==> src/rtl/cnt_seq_chk_sat_cnt.sv <==
`default_nettype none
// ============================================================================
//  Module      : sat_cnt
//  Description : Parameterised saturating up-counter with synchronous clear.
//                Clear wins over increment; the count sticks at all-ones.
//  Revision    : 1.0 - initial release
// ============================================================================
module sat_cnt #(
    parameter int unsigned WIDTH = 16
) (
    input  wire logic             clk,
    input  wire logic             rst,
    input  wire logic             i_clr,
    input  wire logic             i_inc,
    output logic      [WIDTH-1:0] o_cnt
);

    logic [WIDTH-1:0] cnt_q;
    logic [WIDTH-1:0] cnt_d;

    // Next count: clear, else increment unless already saturated
    always_comb begin
        cnt_d = cnt_q;
        if (i_clr) begin
            cnt_d = '0;
        end else if (i_inc && (cnt_q != {WIDTH{1'b1}})) begin
            cnt_d = cnt_q + 1'b1;
        end
    end

    // Count register
    always_ff @(posedge clk) begin
        if (rst) begin
            cnt_q <= '0;
        end else begin
            cnt_q <= cnt_d;
        end
    end

    assign o_cnt = cnt_q;

endmodule
`default_nettype wire

==> config.mk <==
export PLATFORM = sky130hd
export DESIGN_NAME = sat_cnt
export DESIGN_NICKNAME = d
export VERILOG_FILES = /design/src/rtl/cnt_seq_chk_sat_cnt.sv
export SDC_FILE = /design/constraint.sdc
export NUM_CORES = 1
export LEC_CHECK = 0
export BUFFER_PORTS_ARGS = -buffer_cell sky130_fd_sc_hd__buf_4
export CAP_MARGIN = 15
export CORE_MARGIN = 3
export CORE_UTILIZATION = 40
export CTS_CLUSTER_SIZE = 14
export DETAILED_ROUTE_END_ITERATION = 10
export SLEW_MARGIN = 20
export SYNTH_ARGS = -nofsm -noshare
export SYNTH_HDL_FRONTEND = slang
export SYNTH_SLANG_ARGS = --single-unit
==> constraint.sdc <==
create_clock -name clk -period 2.4 [get_ports clk]
set_clock_uncertainty 0.2 [all_clocks]
set_input_delay 0.48 -clock clk [delete_from_list [all_inputs] [get_ports clk]]
set_output_delay 0.48 -clock clk [all_outputs]
set_load 0.01 [all_outputs]
==> results of run 1 <==
critical path, stage by stage, from the launching register on:
cell,delay (ns)
dfxtp_1,0.48
nand4_4,0.18
nor3_4,0.48
a21boi_0,0.27
mux2i_1,0.17
worst max-delay path by stage:
| stage | end | slack (ns) | cells after the start |
|---|---|---|---|
| after global placement | o_cnt[0] | 0.51 | 4 |
| final | o_cnt[1] | 0.50 | 4 |
| after CTS | o_cnt[1] | 0.48 | 4 |
| after detailed placement | o_cnt[1] | 0.50 | 4 |
| after global routing | o_cnt[1] | 0.33 | 4 |
| after floorplan | o_cnt[12] | 0.70 | 6 |
layout make-up:
cell class,count,area (sq um),share of cell area
clock buffers,3,22.5,0.0208
inverters,1,3.75,0.00347
repair buffers,20,150,0.139
multi-input cells,80,551,0.509
flip-flops and latches,16,320,0.296
well taps,27,33.8,0.0312
cell usage in the layout (no fill, tap or decap), types with 3 or more instances in the layout:
| cell | count |
|---|---|
| a21oi_1 | 6 |
| and3_1 | 3 |
| nand2_1 | 13 |
| o21ai_0 | 4 |
| or3_2 | 3 |
| a31oi_1 | 4 |
| mux2i_1 | 6 |
| nand3_1 | 5 |
| nand4_1 | 3 |
| or3_1 | 4 |
| a211oi_1 | 3 |
| clkbuf_4 | 3 |
| dfxtp_1 | 16 |
| buf_4 | 20 |
power by group through the flow:
stage / registers [mW] / logic [mW] / clock network [mW]
final: 0.268 / 0.0232 / 0.149
after global routing: 0.269 / 0.0263 / 0.161
after CTS: 0.268 / 0.0233 / 0.152
after detailed placement: 0.274 / 0.0232 / 0
after global placement: 0.274 / 0.0236 / 0
after floorplan: 0.274 / 0.0118 / 0
kinds of logic (layout without fill, tap and decap cells):
logic type / count (synthesis) / count (layout) / synth area share
AOI/OAI and AO/OA: 27 / 27 / 0.206
muxes: 6 / 6 / 0.0655
and+or+nand+nor: 46 / 46 / 0.315
DFF: 16 / 16 / 0.349
adders and majority gates: 1 / 1 / 0.0136
buffers and inverters: 6 / 24 / 0.0505
metal layers:
layer  GRT usage  part of all wire
met2       0.258              0.44
met1       0.218              0.49
met3      0.0582             0.060
met4      0.0255            0.0050
met5           0                 0
stage by stage:
step / area [sq um] / setup slack (ns) / std cells / total power, mW
detailed placement: 1060 / 0.497 / 144 / 0.298
global route: 1080 / 0.332 / 147 / 0.456
CTS: 1080 / 0.481 / 147 / 0.443
floorplan: 917 / 0.704 / 102 / 0.286
global placement: 1060 / 0.513 / 144 / 0.298
finish: 1080 / 0.501 / 147 / 0.441
==> qor.csv, run 1 <==
metric,value,unit
start_util,0.445,
swShare,0.238,
drt-vias-per-instance,5.68,
intPower,336,uW
yosys.area.top_type_share,0.349,
drv_cap,0,
grt_pass1_vias,754,
clockBufferDepth,2,
largest_reg_flops,16,
hold_depth,3,
synth-seq-cells,16,
clk_pin_slew,0.10,ns
drive_above_1_share,0.292,
fin_util,0.524,
antenna_found_initial,0,
fp.dieW,53.9,microns
drc,0,
ys.flop_type,dfxtp_1,
reg2reg_to,o_cnt[1],
num_rows,16,
synth.avg_cell_area,8.99,sq um
status,finished clean,
synth_fp_nets,107,
htree_num_levels,1,
synth_area,917,sq um
finalHoldViolCount,0,
hpwl,1.45,mm
fin_nets,127,
die-area,2900,sq um
synthDistinctLibCells,36,
port_buffers,19,
cts_buffers,3,
cts_sinks,16,
vias,835,
post_cts_buffers,0,
hold_end,o_cnt[15],
arrival,1.87,ns
setup_viol,0,
grt_max_degree,13,
synthArstFlopShare,0,
yosysWarnings,0,
seq_area_frac_synth,0.349,
area_growth,17.9,%
routed_wl,2.01,mm
synthTopCellsByArea,"dfxtp_1 (35%), mux2i_1 (6.5%), nand2_1 (5.3%)",
cts_root_buffer,clkbuf_4,
setup_tns,0,ns
coreArea,2060,sq um
hold_path.class,input pin to flop,
syn_inst,102,
drt_iter0_drc,5,
synth_edf_count,0,
place.gp.congestion,0.716,
chipHeight,53.9,microns
n_antenna_cell,0,
reg2reg_slack,0.50,ns
switching_power,105,uW
rsz0062_at_grt,false,
insertion_delay,0.29,ns
wl_per_cell,13.7,microns
ioPinCount,20,
path_class,flop to flop,
endpoint_kind,flop,
clkPwrFrac,0.338,
fillCellCount,209,
period_share,0.791,
firstDrtPassIters,4,
slew_headroom,0.680,
cts_tree,done,
cts_resized,0,
worstMarginPinSlew,0.479,ns
p_comb_frac,0.053,
cts_hold_buf,0,
reg2reg_depth,4,
ir_drop,0.223,mV
grt_pass1_wl,3.40,mm
yosysTopAreaCell,dfxtp_1,
min-delay-start,i_clr,
power_leakage,0.423,nW
required,2.37,ns
worstPathMaxFanout,12,
report.final.slew_viol_count,0,
overflow,0,
startpoint_type,flop,
setup.worst_path.start,o_cnt[13],
rr_startpoint,o_cnt[13],
postRouteAntennaNets,0,
pwr-share-seq,0.609,
fmax,0.527,GHz
grt_util_all_layers,0.164,
fin_hold_ws,0.291,ns
ys_top_cells_by_count,"dfxtp_1 (16), nand2_1 (13), a21oi_1 (6), mux2i_1 (6), nand3_1 (5)",
yosysMostFrequentCell,dfxtp_1,
power_density,407,nW/um^2
fin_crit,1.90,ns
No activity file was read; power rests on OpenSTA's default activity.
==> run 2, diff against run 1 <==
==> constraint.sdc (replaced) <==
create_clock -name clk -period 1.6 [get_ports clk]
set_clock_uncertainty 0.2 [all_clocks]
set_input_delay 0.32 -clock clk [delete_from_list [all_inputs] [get_ports clk]]
set_output_delay 0.32 -clock clk [all_outputs]
set_load 0.01 [all_outputs]
==> qor.csv, run 2 (synthesized netlist as in run 1, its figures left out) <==
metric,value,unit
status,finished clean,
arrival,1.63,ns
grt_pass1_vias,851,
fin_util,0.688,
antenna_found_initial,0,
startpoint_type,flop,
coreArea,2060,sq um
grt_max_degree,12,
grt_util_all_layers,0.178,
final_cells,178,
overflow,0,
cts_root_buffer,clkbuf_4,
hold_path.class,input pin to flop,
p_total,684,uW
cts_sinks,16,
fp.dieW,53.9,microns
num_rows,16,
fillCellCount,162,
fin_crit,1.60,ns
path_depth,5,
worstPathMaxFanout,3,
vias,948,
die-area,2900,sq um
drive_above_1_share,0.563,
area_growth,54.6,%
clockBufferDepth,2,
critPathTopFamily,simple AND/OR/NAND/NOR gates,
stdcell_area,1420,sq um
regArea,334,sq um
fmax,0.627,GHz
firstDrtPassIters,4,
pre_cts_ws,-0.0475,ns
cts_tree,done,
required,1.64,ns
drv_cap,0,
ir_drop,0.276,mV
hold_depth,3,
cts_buffers,3,
htree_num_levels,1,
report.final.slew_viol_count,0,
setup_viol,0,
drt_iter0_drc,13,
hpwl,1.68,mm
fin_nets,157,
port_buffers,19,
drc,0,
drt-vias-per-instance,5.33,
n_antenna_cell,0,
reg2reg_depth,5,
endpoint_kind,flop,
final_cell_mix,"buf_4 (46), nand2_1 (13), dfxtp_1 (9)",
slowest_delay,0.39,ns
grt_pass1_wl,3.76,mm
worstPathCellList,ha_4 -> and4_4 -> nand3_2 -> or3_4 -> a21oi_2,
slowest_stage,or3_4,
worstMarginPinSlew,0.252,ns
start_util,0.445,
finalHoldViolCount,0,
final_common_cell,buf_4,
fin_ws,0.00423,ns
multi_input_area,629,sq um
routed_wl,2.30,mm
slew_headroom,0.831,
placed_cell_area,1270,sq um
wl_per_cell,12.9,microns
dp.cells,169,
power_density,482,nW/um^2
fin_hold_ws,0.110,ns
worst-path-buf-inv,0,
period_share,0.997,
path_class,flop to flop,
place.gp.congestion,0.777,
clk_pin_slew,0.10,ns
ioPinCount,20,
power_leakage,0.591,nW
postRouteAntennaNets,0,
insertion_delay,0.30,ns
rsz0062_at_grt,true,
setup_tns,0,ns
largest_reg_flops,16,
chipHeight,53.9,microns
run 2: changes by cell type in the layout (fill, tap and decap cells not counted), sizes merged:
cell    before  now
clkinv       0    1
buf         20   50
run 2: worst register-to-register path, delay by kind of cell, from the launching register on:
kind,cells,cell delay [ns]
flip-flops,1,0.38
adder cells (fa/ha/maj),1,0.14
AO/OA/AOI/OAI,1,0.13
AND/OR/NAND/NOR,3,0.70
run 2: final timing paths:
| path | start | endpoint | slack [ns] |
|---|---|---|---|
| worst min-delay path | rst | o_cnt[9] | 0.11 |
| worst max-delay path | o_cnt[1] | o_cnt[10] | 0.004 |
| worst min register to register | o_cnt[7] | o_cnt[7] | 0.29 |
| worst max register to register | o_cnt[1] | o_cnt[10] | 0.004 |
run 2: metal layers:
layer,global-route usage,vias to the layer above,wire [microns]
li1,-,488,-
met1,0.240,436,1120
met2,0.274,20,1050
met3,0.0249,4,98
met4,0.0894,0,26
met5,0,-,0
run 2: area by class of cell:
class	instances	area share
clock buffer	3	0.0159
clock inverter	1	0.00265
inverter	1	0.00265
multi-input combinational	80	0.444
sequential	16	0.236
tap	27	0.0238
timing repair buffer	50	0.275
run 2: power by group:
part	switching, mW	total (mW)	internal [mW]
Combinational	0.0216	0.0480	0.0264
Sequential	0.00225	0.400	0.398
Clock	0.145	0.236	0.0910
Total	0.169	0.684	0.515
run 2: what timing repair did:
action | 4_1_cts | 5_1_grt
setup buffers | 2 | 3
gates resized for setup | 2 | 21
pin swaps | 1 | 8
endpoints found under the setup margin | 3 | 11
hold buffers | 0 | 0
